**src/rtl/mux4_scan_sequencer.sv**
```systemverilog
// mux4_scan_sequencer: drives the select of a downstream 4:1 mux, walks the
// enabled channels with a programmable dwell, and captures the mux output per
// channel. One start/done handshake runs one scan pass.
// Optional feature macro: SCAN_CONTINUOUS_EN (rescan while start stays high).
module mux4_scan_sequencer #(
    parameter int DWELL_W = 4
) (
    input  logic               clk,
    input  logic               rst,
    input  logic               start,
    input  logic [3:0]         ch_mask,
    input  logic [DWELL_W-1:0] dwell,
    input  logic               Y,
    output logic [1:0]         S,
    output logic [3:0]         captured,
    output logic               sample,
    output logic [1:0]         sample_ch,
    output logic               busy,
    output logic               done
);

    typedef enum logic {
        IDLE = 1'b0,
        SCAN = 1'b1
    } state_t;

    state_t             state_q, state_d;
    logic [1:0]         s_q, s_d;
    logic [3:0]         cap_q, cap_d;
    logic               sample_q, sample_d;
    logic [1:0]         sch_q, sch_d;
    logic               done_q, done_d;
    logic [DWELL_W-1:0] cnt_q, cnt_d;
    logic [3:0]         mask_q, mask_d;
    logic [DWELL_W-1:0] dw_q, dw_d;

    // Index of the lowest set bit; 0 when the mask is empty.
    function automatic logic [1:0] lowest_ch(input logic [3:0] m);
        logic [1:0] r;
        r = 2'd0;
        for (int i = 3; i >= 0; i--) begin
            if (m[i]) r = 2'(i);
        end
        return r;
    endfunction

    // Enabled channels strictly above the current one.
    function automatic logic [3:0] above_ch(input logic [3:0] m, input logic [1:0] cur);
        logic [3:0] sh;
        sh = 4'b1110 << cur;
        return m & sh;
    endfunction

    // Next-state logic: channel stepping, dwell counting, capture and handshake.
    always_comb begin
        state_d  = state_q;
        s_d      = s_q;
        cap_d    = cap_q;
        sample_d = 1'b0;
        sch_d    = sch_q;
        done_d   = 1'b0;
        cnt_d    = cnt_q;
        mask_d   = mask_q;
        dw_d     = dw_q;
        case (state_q)
            IDLE: begin
                if (start) begin
                    cap_d = 4'd0;
                    if (ch_mask != 4'd0) begin
                        mask_d  = ch_mask;
                        dw_d    = (dwell == '0) ? DWELL_W'(1) : dwell;
                        s_d     = lowest_ch(ch_mask);
                        cnt_d   = DWELL_W'(1);
                        state_d = SCAN;
                    end else begin
                        // Nothing to scan: acknowledge immediately.
                        done_d = 1'b1;
                    end
                end
            end
            SCAN: begin
                if (cnt_q < dw_q) begin
                    cnt_d = cnt_q + DWELL_W'(1);
                end else begin
                    cap_d[s_q] = Y;
                    sample_d   = 1'b1;
                    sch_d      = s_q;
                    if (above_ch(mask_q, s_q) != 4'd0) begin
                        s_d   = lowest_ch(above_ch(mask_q, s_q));
                        cnt_d = DWELL_W'(1);
                    end else begin
                        done_d = 1'b1;
`ifdef SCAN_CONTINUOUS_EN
                        // Held start rescans without an idle cycle; captures persist.
                        if (start) begin
                            s_d   = lowest_ch(mask_q);
                            cnt_d = DWELL_W'(1);
                        end else begin
                            state_d = IDLE;
                        end
`else
                        state_d = IDLE;
`endif
                    end
                end
            end
            default: state_d = IDLE;
        endcase
    end

    // Control and output registers with synchronous reset.
    always_ff @(posedge clk) begin
        if (rst) begin
            state_q  <= IDLE;
            s_q      <= 2'd0;
            cap_q    <= 4'd0;
            sample_q <= 1'b0;
            sch_q    <= 2'd0;
            done_q   <= 1'b0;
            cnt_q    <= '0;
        end else begin
            state_q  <= state_d;
            s_q      <= s_d;
            cap_q    <= cap_d;
            sample_q <= sample_d;
            sch_q    <= sch_d;
            done_q   <= done_d;
            cnt_q    <= cnt_d;
        end
    end

    // Latched request parameters; only meaningful while scanning.
    always_ff @(posedge clk) begin
        mask_q <= mask_d;
        dw_q   <= dw_d;
    end

    assign S         = s_q;
    assign captured  = cap_q;
    assign sample    = sample_q;
    assign sample_ch = sch_q;
    assign busy      = (state_q == SCAN);
    assign done      = done_q;

endmodule

```
**config.mk**
```make
export PLATFORM = sky130hd
export DESIGN_NAME = mux4_scan_sequencer
export DESIGN_NICKNAME = d
export VERILOG_FILES = /design/src/rtl/mux4_scan_sequencer.sv
export SDC_FILE = /design/constraint.sdc
export NUM_CORES = 1
export LEC_CHECK = 0
export BUFFER_PORTS_ARGS = -buffer_cell sky130_fd_sc_hd__buf_4
export CAP_MARGIN = 20
export CORE_MARGIN = 2
export CORE_UTILIZATION = 55
export DETAILED_ROUTE_END_ITERATION = 8
export PLACE_DENSITY = 0.8
export SYNTH_ARGS = -nofsm -noshare
export SYNTH_HDL_FRONTEND = slang
export SYNTH_SLANG_ARGS = --single-unit
```
**constraint.sdc**
```tcl
create_clock -name clk -period 3 [get_ports clk]
set_input_delay 0 -clock clk [delete_from_list [all_inputs] [get_ports clk]]
set_output_delay 0 -clock clk [all_outputs]
set_load 0.02 [all_outputs]
```
==> out/qor.txt, run 1 <==
run status -> completed
VDD IR max -> 0.000337 V
CTS Hold Buffers Added -> 10
ys async rst share -> 0%
R2R setup slack -> 1.08 ns
layout cells sized above 1 -> 23.8%
Core Area -> 1960 µm²
Placed Cells -> 156
root buf cell -> clkbuf_4
post-CTS resize count -> 0
setup violators final -> 0
worst slew pin tran -> 0.441 ns
total gr overflow -> 0
DRC errors left -> 0
Worst-path clk slew -> 0.12 ns
Tcrit/Tclk final -> 63.9%
CP arrival -> 2.13 ns
port bufs -> 22
Max Cap Violations -> 0
DR iter-0 viols -> 25
All-Layer GR Usage -> 21.0%
CP Class -> register to register
htree depth -> 1
Die ar. -> 2480 µm²
Area Growth Syn to Fin -> 26.4%
DP Wirelength -> 1610 µm
initial antenna violation count -> 0
worst-path fanout max -> 12
power per cell area -> 443 nW/µm²
yosys warns -> 0
Worst Setup Start Kind -> register
Most used DFF post-synth -> dfxtp_1
final setup margin -> 1.08 ns
final std cells w/o fill -> 170
Rel. slew slack -> 70.6%
unrepaired setup endpoints after global routing -> no
Distinct cells, synth -> 43
# IOs -> 23
worst hold path type -> primary input to register
vias in the first global route -> 901
Final Util -> 74.4%
Worst Skew -> 0.00326 ns
final wirelength -> 2290 µm
gp weighted congestion -> 0.787
# nets final -> 160
Bufs on Longest Clock Path -> 2
TritonCTS Buffers -> 3
Fmax -> 0.521 GHz
Die Ht -> 49.8 µm
row cnt -> 16
Placement Setup Slack -> 1.08 ns
Worst setup EP type -> register
drt wl/cell -> 13.5 µm
via count -> 935
crit path time final -> 1.92 ns
Synth Cell Area -> 1150 µm²
largest net degree at the start of global routing -> 16
first-pass GRT wire length -> 4010 µm
Die W -> 49.8 µm
Seq/Total Area, Yosys -> 44.2%
Yosys reg bits -> 22
postcts setup bufs -> 0
Hold Violations, Final -> 0
# clock sinks -> 22
synthesized netlist cell count -> 114
Final Max Tran Viols -> 0
initial core utilization -> 58.9%
Initial DRT Pass Iterations -> 4
total negative slack -> 0 ns
Avg Cell Area, Syn -> 10.1 µm²
latest clock arrival within the worst-skew pair -> 0.30 ns
syn nets -> 130
leakage -> 0.624 nW
DR vias/cell -> 5.50
Critical Path RT -> 3.21 ns
n_diodes -> 0
post-route ant nets -> 0
Post-synth EDFFs -> 7
CTS tree -> done
-- synth_stat cells (all sizes together) (3+ instances only) --
cell	instances	area share [%]
a21oi	5	2.2
mux2i	3	2.6
nor2b	3	1.6
ha	4	4.3
dfxtp	15	26
edfxtp	7	18
inv	6	2.0
clkbuf	5	1.6
o21ai	7	3.0
nand2	4	1.3
a21o	3	2.0
nor2	10	3.3
nand2b	7	4.4
buf	3	2.6
-- cells in the final DEF, fill, tap and decap left out, types with 2 or more instances in the layout --
master         count
buf_4             23
dfxtp_1           15
nor2_1            10
dlygate4sd3_1     10
edfxtp_1           7
inv_1              6
nand2b_1           6
o21ai_0            5
a21oi_1            5
nand2_1            4
ha_1               4
nor2b_1            3
a21o_1             3
mux2i_1            3
clkbuf_4           3
nor4_1             2
nand4_1            2
nand3b_1           2
o21ai_1            2
nor3_1             2
o21a_1             2
o211a_1            2
-- through the flow --
stage                     cell area [µm²]  hold slack, ns  total power [mW]
after floorplan                      1150          0.0989             0.418
after global placement               1310           0.190             0.449
after detailed placement             1310           0.191             0.453
after CTS                            1460           0.141             0.654
after global routing                 1460           0.153             0.677
final                                1460           0.142             0.647
-- critical path, cell delays in order (launching register included) --
cell	delay (ns)
edfxtp_1	0.39
inv_1	0.07
ha_1	0.18
o21ai_0	0.10
nand2b_1	0.25
nand3_4	0.21
or4b_1	0.52
o211a_1	0.12
-- layout make-up --
cell class	count	area, µm²
Tap cell	27	33.8
Sequential cell	22	510
Inverter	6	22.5
Clock buffer	4	47.5
Fill cell	164	502
Multi-Input combinational cell	78	573
Timing Repair Buffer	33	273
-- layer usage --
layer / share of wire [%] / vias to the layer above / wire [µm] / GRT usage (%)
met5: 0 / - / 0 / 0
met2: 53 / 26 / 1220 / 38.0
met1: 43 / 438 / 994 / 25.2
met3: 3.2 / 2 / 73 / 3.94
met4: 0.31 / 0 / 7 / 5.56
li1: - / 469 / - / -
-- final timing paths --
check	endpoint	depth (start not counted)	from
hold reg to reg	captured[1]$_SDFFE_PP0P_	2	captured[1]$_SDFFE_PP0P_
hold / removal	done$_SDFF_PP0_	4	start
setup reg to reg	captured[2]$_SDFFE_PP0P_	7	dw_q[2]$_SDFFCE_PN0P_
setup / recovery	captured[2]$_SDFFE_PP0P_	7	dw_q[2]$_SDFFCE_PN0P_
-- logic make-up after synthesis --
group	after synthesis	synth area share, %
simple gates	41	21.6
mux	3	2.60
compound gates	29	20.4
fa+ha+maj	4	4.33
buf+inv	14	6.18
flops	22	44.2
xor+xnor	1	0.759
-- where the power goes --
group	switching [mW]	leakage, nW	total [mW]	internal [mW]
logic	0.0554	0.410	0.115	0.0592
registers	0.0195	0.189	0.342	0.322
clock network	0.0894	0.0261	0.191	0.102
-- sequential cells by signal (all words and copies together) (netlist names) --
name       count
S              2
captured       4
done           1
busy           1
dw_q           4
cnt_q          4
sample         1
mask_q         3
sample_ch      2
Power figures use the tool's default switching activity.
==> run 2: changes to the inputs <==
--- a/config.mk
+++ b/config.mk
@@ -8,9 +8,9 @@
 export BUFFER_PORTS_ARGS = -buffer_cell sky130_fd_sc_hd__buf_4
 export CAP_MARGIN = 20
 export CORE_MARGIN = 2
-export CORE_UTILIZATION = 55
+export CORE_UTILIZATION = 48
 export DETAILED_ROUTE_END_ITERATION = 8
-export PLACE_DENSITY = 0.8
+export PLACE_DENSITY = 0.74
 export SYNTH_ARGS = -nofsm -noshare
 export SYNTH_HDL_FRONTEND = slang
 export SYNTH_SLANG_ARGS = --single-unit
==> constraint.sdc (replaced) <==
create_clock -name clk -period 1.6 [get_ports clk]
set_input_delay 0 -clock clk [delete_from_list [all_inputs] [get_ports clk]]
set_output_delay 0 -clock clk [all_outputs]
set_load 0.02 [all_outputs]
==> out/qor.txt, run 2 (synthesized netlist as in run 1, its figures left out) <==
run status -> complete, but fails checks
failing checks -> hold timing, setup timing
first-pass GRT wire length -> 4250 µm (+6.0%)
DP Wirelength -> 1760 µm (+9.5%)
Final Max Tran Viols -> 0 (unchanged)
# clock sinks -> 22 (unchanged)
Core Area -> 2230 µm² (+14%)
Critical Path RT -> 1.81 ns (-1.40 ns)
latest clock arrival within the worst-skew pair -> 0.31 ns (about the same)
leakage -> 0.684 nW (+9.5%)
htree depth -> 1 (unchanged)
n_diodes -> 0 (unchanged)
largest net degree at the start of global routing -> 16 (unchanged)
final setup margin -> -0.159 ns (-1.24 ns)
Fmax -> 0.568 GHz (+9.0%)
Rel. slew slack -> 62.0% (-8.6 points)
Die ar. -> 2810 µm² (+13%)
DR iter-0 viols -> 22 (-12%)
gp weighted congestion -> 0.841 (+6.8%)
Worst setup EP type -> register
All-Layer GR Usage -> 21.5% (+0.51 points)
worst hold path type -> primary input to register
Placed Cells -> 170 (+9.0%)
crit path time final -> 1.76 ns (-0.159 ns)
Worst Setup Start Kind -> register
# IOs -> 23 (unchanged)
# nets final -> 171 (+6.9%)
final std cells w/o fill -> 182 (+7.1%)
CP startpoint -> dw_q[1]$_SDFFCE_PN0P_
via count -> 965 (+3.2%)
worst slew pin tran -> 0.567 ns (+0.127 ns)
FF-to-FF path depth -> 6 (-1)
port bufs -> 22 (unchanged)
initial antenna violation count -> 0 (unchanged)
Area Growth Syn to Fin -> 37.4%
VDD IR max -> 0.000605 V (+80%)
power per cell area -> 734 nW/µm² (+66%)
initial core utilization -> 51.7% (-7.2 points)
FF-to-FF End -> captured[2]$_SDFFE_PP0P_
total negative slack -> -1.18 ns (-1.18 ns)
CTS tree -> done
postcts setup bufs -> 0 (unchanged)
R2R setup slack -> -0.16 ns (-1.24 ns)
slowest stage delay, CP -> 0.50 ns (-0.02 ns)
Hold Violations, Final -> 1 (+1)
Die Ht -> 53.1 µm (+6.5%)
Die W -> 53.1 µm (+6.5%)
DRC errors left -> 0 (unchanged)
post-route ant nets -> 0 (unchanged)
Max Cap Violations -> 0 (unchanged)
DR vias/cell -> 5.30 (-3.6%)
Placement Cell Area -> 1420 µm² (+7.8%)
Final Cell Area -> 1590 µm² (+8.7%)
unrepaired setup endpoints after global routing -> yes
final wirelength -> 2590 µm (+13%)
hold path depth -> 4 (unchanged)
CP Class -> register to register
Tcrit/Tclk final -> 110% (+46 points)
Worst Skew -> 0.00683 ns (+0.00357 ns)
TritonCTS Buffers -> 3 (unchanged)
most frequent cells in the layout -> 32 x buf_4, 14 x dfxtp_1, 10 x nor2_1
total gr overflow -> 0 (unchanged)
drt wl/cell -> 14.2 µm (+5.7%)
Initial DRT Pass Iterations -> 4 (unchanged)
row cnt -> 17 (+1)
hold slack -> -0.0166 ns (-0.159 ns)
vias in the first global route -> 942 (+4.6%)
Tot Pwr -> 1.16 mW (+80%)
Worst-path clk slew -> 0.12 ns (about the same)
worst r2r src -> dw_q[1]$_SDFFCE_PN0P_
Crit-path slowest cell -> a2111o_4
CP arrival -> 1.97 ns (-0.16 ns)
root buf cell -> clkbuf_4
layout cells sized above 1 -> 36.4% (+13 points)
worst-path fanout max -> 5 (-7)
CP endpoint -> captured[2]$_SDFFE_PP0P_
cell breakdown of the critical path -> inv_2, ha_4, a2111o_4, a21boi_4, nor4b_1, o211a_1
setup violators final -> 13 (+13)
Bufs on Longest Clock Path -> 2 (unchanged)
commonest non-fill, non-tap cell in the layout -> buf_4
run 2: changes by cell type in the layout (fill, tap and decap cells not counted), sizes merged:
cell / delta
dlygate4sd3: -2
buf: +13
run 2: power breakdown:
group	switching [mW]	internal, mW
combinational	0.136	0.139
sequential	0.0202	0.605
clock	0.167	0.0972
total	0.324	0.841
run 2: worst min path at each step:
stage                           from               endpoint
final                     ch_mask[0]        done$_SDFF_PP0_
after floorplan           ch_mask[1]    mask_q[1]$_DFFE_PP_
after CTS                        rst      S[1]$_SDFFE_PP0P_
after global placement      dwell[2]  dw_q[2]$_SDFFCE_PN0P_
after global routing      ch_mask[0]        done$_SDFF_PP0_
after detailed placement    dwell[1]  dw_q[1]$_SDFFCE_PN0P_
run 2: routing by layer:
layer	up-vias	track usage [%]	routed length, µm
met3	6	4.24	82
met5	-	0	0
met1	451	24.1	1040
li1	487	-	-
met4	0	8.12	44
met2	21	39.6	1430
run 2: worst max-delay path: cells and delay by family (launching register included):
kind / cells / cell delay [ns]
AO/OA/AOI/OAI: 3 / 0.92
flip-flops: 1 / 0.40
adder cells (fa/ha/maj): 1 / 0.19
AND/OR/NAND/NOR: 1 / 0.08
buffers and inverters: 1 / 0.07
run 2: area by class of cell:
cell class	count	area (µm²)
Fill cell	158	647
Multi-Input combinational cell	78	626
Sequential cell	22	512
Timing Repair Buffer	44	365
Tap cell	28	35.0
Clock buffer	4	26.3
Inverter	6	22.5
run 2: through the flow:
step	setup WS, ns	util [%]
2_1_floorplan	-0.0986	-
5_1_grt	-0.227	71.0
6_report	-0.159	71.0
4_1_cts	-0.173	68.4
3_5_place_dp	-0.148	63.4
3_3_place_gp	-0.119	63.4
run 2: what timing repair did:
item                                   CTS  global route
gates resized for setup                  4             9
setup endpoints to repair               13            13
endpoints found under the hold margin   14             7
hold buffers                             7             1
pin swaps                                5             7
==> run 3: changes to the inputs <==
--- a/config.mk
+++ b/config.mk
@@ -7,6 +7,7 @@
 export LEC_CHECK = 0
 export BUFFER_PORTS_ARGS = -buffer_cell sky130_fd_sc_hd__buf_4
 export CAP_MARGIN = 20
+export CORE_ASPECT_RATIO = 0.75
 export CORE_MARGIN = 2
 export CORE_UTILIZATION = 48
 export DETAILED_ROUTE_END_ITERATION = 8
==> out/qor.txt, run 3 (synthesized netlist as in run 1, its figures left out) <==
run status -> complete, but fails checks
failing checks -> setup timing
Worst Setup Start Kind -> register
first-pass GRT wire length -> 3960 µm (-6.8%)
root buf cell -> clkbuf_4
port bufs -> 22 (unchanged)
Endpoint, Worst Hold -> captured[2]$_SDFFE_PP0P_
initial core utilization -> 50.4% (-1.3 points)
latest clock arrival within the worst-skew pair -> 0.32 ns (about the same)
R2R setup slack -> -0.17 ns (about the same)
Hold Violations, Final -> 0 (-1)
Tcrit/Tclk final -> 110% (+0.37 points)
DRC errors left -> 0 (unchanged)
FF-to-FF End -> cnt_q[2]$_SDFFE_PP0P_
vias in the first global route -> 900 (-4.5%)
DP Wirelength -> 1750 µm (-0.72%)
DR vias/cell -> 5.21 (-1.8%)
final wirelength -> 2670 µm (+3.0%)
htree depth -> 1 (unchanged)
Die W -> 60.6 µm (+14%)
Max Cap Violations -> 0 (unchanged)
commonest non-fill, non-tap cell in the layout -> buf_4
Fmax -> 0.566 GHz (-0.34%)
delay-heaviest family, CP -> compound AO/OA/AOI/OAI gates
fillers -> 183 (+16%)
hold slack -> 0.00901 ns (+0.0256 ns)
Final Cell Area -> 1640 µm² (+3.3%)
drt wl/cell -> 14.1 µm (-0.81%)
hold path depth -> 3 (-1)
CTS tree -> done
# IOs -> 23 (unchanged)
gp weighted congestion -> 0.808 (-3.9%)
via count -> 984 (+2.0%)
# nets final -> 172 (+0.58%)
CP Class -> register to register
Core Area -> 2290 µm² (+2.5%)
total gr overflow -> 0 (unchanged)
All-Layer GR Usage -> 19.6% (-1.9 points)
worst slew pin tran -> 0.383 ns (-0.184 ns)
Placement Cell Area -> 1430 µm² (+0.88%)
n_diodes -> 0 (unchanged)
worst r2r src -> dw_q[1]$_SDFFCE_PN0P_
leakage -> 0.702 nW (+2.6%)
Final Max Tran Viols -> 0 (unchanged)
Critical Path RT -> 1.85 ns (+0.04 ns)
layout cells sized above 1 -> 37.4% (+1.1 points)
VDD IR max -> 0.000644 V (+6.4%)
post-route ant nets -> 0 (unchanged)
final setup margin -> -0.165 ns (-0.00600 ns)
# clock sinks -> 22 (unchanged)
CP arrival -> 2.02 ns (+0.05 ns)
Worst-path clk slew -> 0.13 ns (about the same)
most frequent cells in the layout -> 34 x buf_4, 14 x dfxtp_1, 9 x nor2_1
power per cell area -> 821 nW/µm² (+12%)
FF-to-FF path depth -> 6 (unchanged)
Bufs on Longest Clock Path -> 2 (unchanged)
hold_sp -> Y
Die ar. -> 2820 µm² (+0.15%)
CP bufs+invs -> 1 (unchanged)
Initial DRT Pass Iterations -> 4 (unchanged)
Critical Path Stages -> 6 (unchanged)
DR iter-0 viols -> 45 (+100%)
initial antenna violation count -> 0 (unchanged)
crit path time final -> 1.77 ns (+0.00599 ns)
total negative slack -> -1.44 ns (-0.257 ns)
worst-path fanout max -> 5 (unchanged)
setup violators final -> 13 (unchanged)
Rel. slew slack -> 74.3% (+12 points)
final std cells w/o fill -> 189 (+3.8%)
unrepaired setup endpoints after global routing -> yes
row cnt -> 15 (-2)
cell breakdown of the critical path -> inv_2, ha_4, a2111o_4, a21boi_4, nand3b_1, a31oi_1
largest net degree at the start of global routing -> 16 (unchanged)
Die Ht -> 46.5 µm (-12%)
Placed Cells -> 175 (+2.9%)
Crit-path slowest cell -> a2111o_4
TritonCTS Buffers -> 3 (unchanged)
Worst Skew -> 0.00593 ns (-0.000900 ns)
worst hold path type -> primary input to register
Worst setup EP type -> register
Area Growth Syn to Fin -> 41.9%
slowest stage delay, CP -> 0.50 ns (about the same)
[run 3: through the flow]
stage	setup WS (ns)	power, mW	util [%]
2_1_floorplan	-0.0986	0.784	-
3_3_place_gp	-0.106	0.875	62.3
3_5_place_dp	-0.135	0.881	62.3
4_1_cts	-0.152	1.33	69.3
5_1_grt	-0.247	1.39	71.6
6_report	-0.165	1.35	71.6
[run 3: how the worst max path moves through the flow]
stage | start | slack (ns) | end
after CTS | dw_q[3]$_SDFFCE_PN0P_ | -0.15 | captured[2]$_SDFFE_PP0P_
after floorplan | dw_q[1]$_SDFFCE_PN0P_ | -0.1 | S[0]$_SDFFE_PP0P_
after global routing | dw_q[1]$_SDFFCE_PN0P_ | -0.25 | captured[0]$_SDFFE_PP0P_
after global placement | dw_q[3]$_SDFFCE_PN0P_ | -0.11 | S[0]$_SDFFE_PP0P_
final | dw_q[1]$_SDFFCE_PN0P_ | -0.17 | cnt_q[2]$_SDFFE_PP0P_
after detailed placement | dw_q[3]$_SDFFCE_PN0P_ | -0.13 | S[0]$_SDFFE_PP0P_
[run 3: area by class of cell]
| type | instances | area, µm² | area share, % |
|---|---|---|---|
| inverter | 6 | 22.5 | 1.37 |
| multi-input combinational | 78 | 632 | 38.5 |
| sequential | 22 | 512 | 31.2 |
| clock inverter | 1 | 30.0 | 1.83 |
| clock buffer | 3 | 22.5 | 1.37 |
| tap | 34 | 42.5 | 2.60 |
| timing repair buffer | 45 | 378 | 23.1 |
[run 3: per-layer routing]
layer | wire length, µm | global-route usage [%] | vias to the layer above
met3 | 144 | 5.90 | 8
met1 | 1220 | 25.2 | 450
met4 | 44 | 5.22 | 0
met2 | 1270 | 32.3 | 34
li1 | - | - | 492
met5 | 0 | 0 | -
[run 3: worst register-to-register path, stage by stage, from the launching register on]
cell	delay (ns)
edfxtp_1	0.40
inv_2	0.08
ha_4	0.19
a2111o_4	0.50
a21boi_4	0.21
nand3b_1	0.11
a31oi_1	0.21
[run 3: where the power goes]
group / internal, mW / switching, mW / leakage [nW]
Clock: 0.254 / 0.182 / 0.0279
Combinational: 0.145 / 0.143 / 0.485
Sequential: 0.605 / 0.0176 / 0.189
[run 3: timing repair]
item / in CTS / in global routing
pin swaps: 5 / 5
endpoints found under the hold margin: 14 / 0
setup buffers: 1 / 1
endpoints found under the setup margin: 14 / 14
gates resized for setup: 5 / 8
hold buffers: 8 / 0
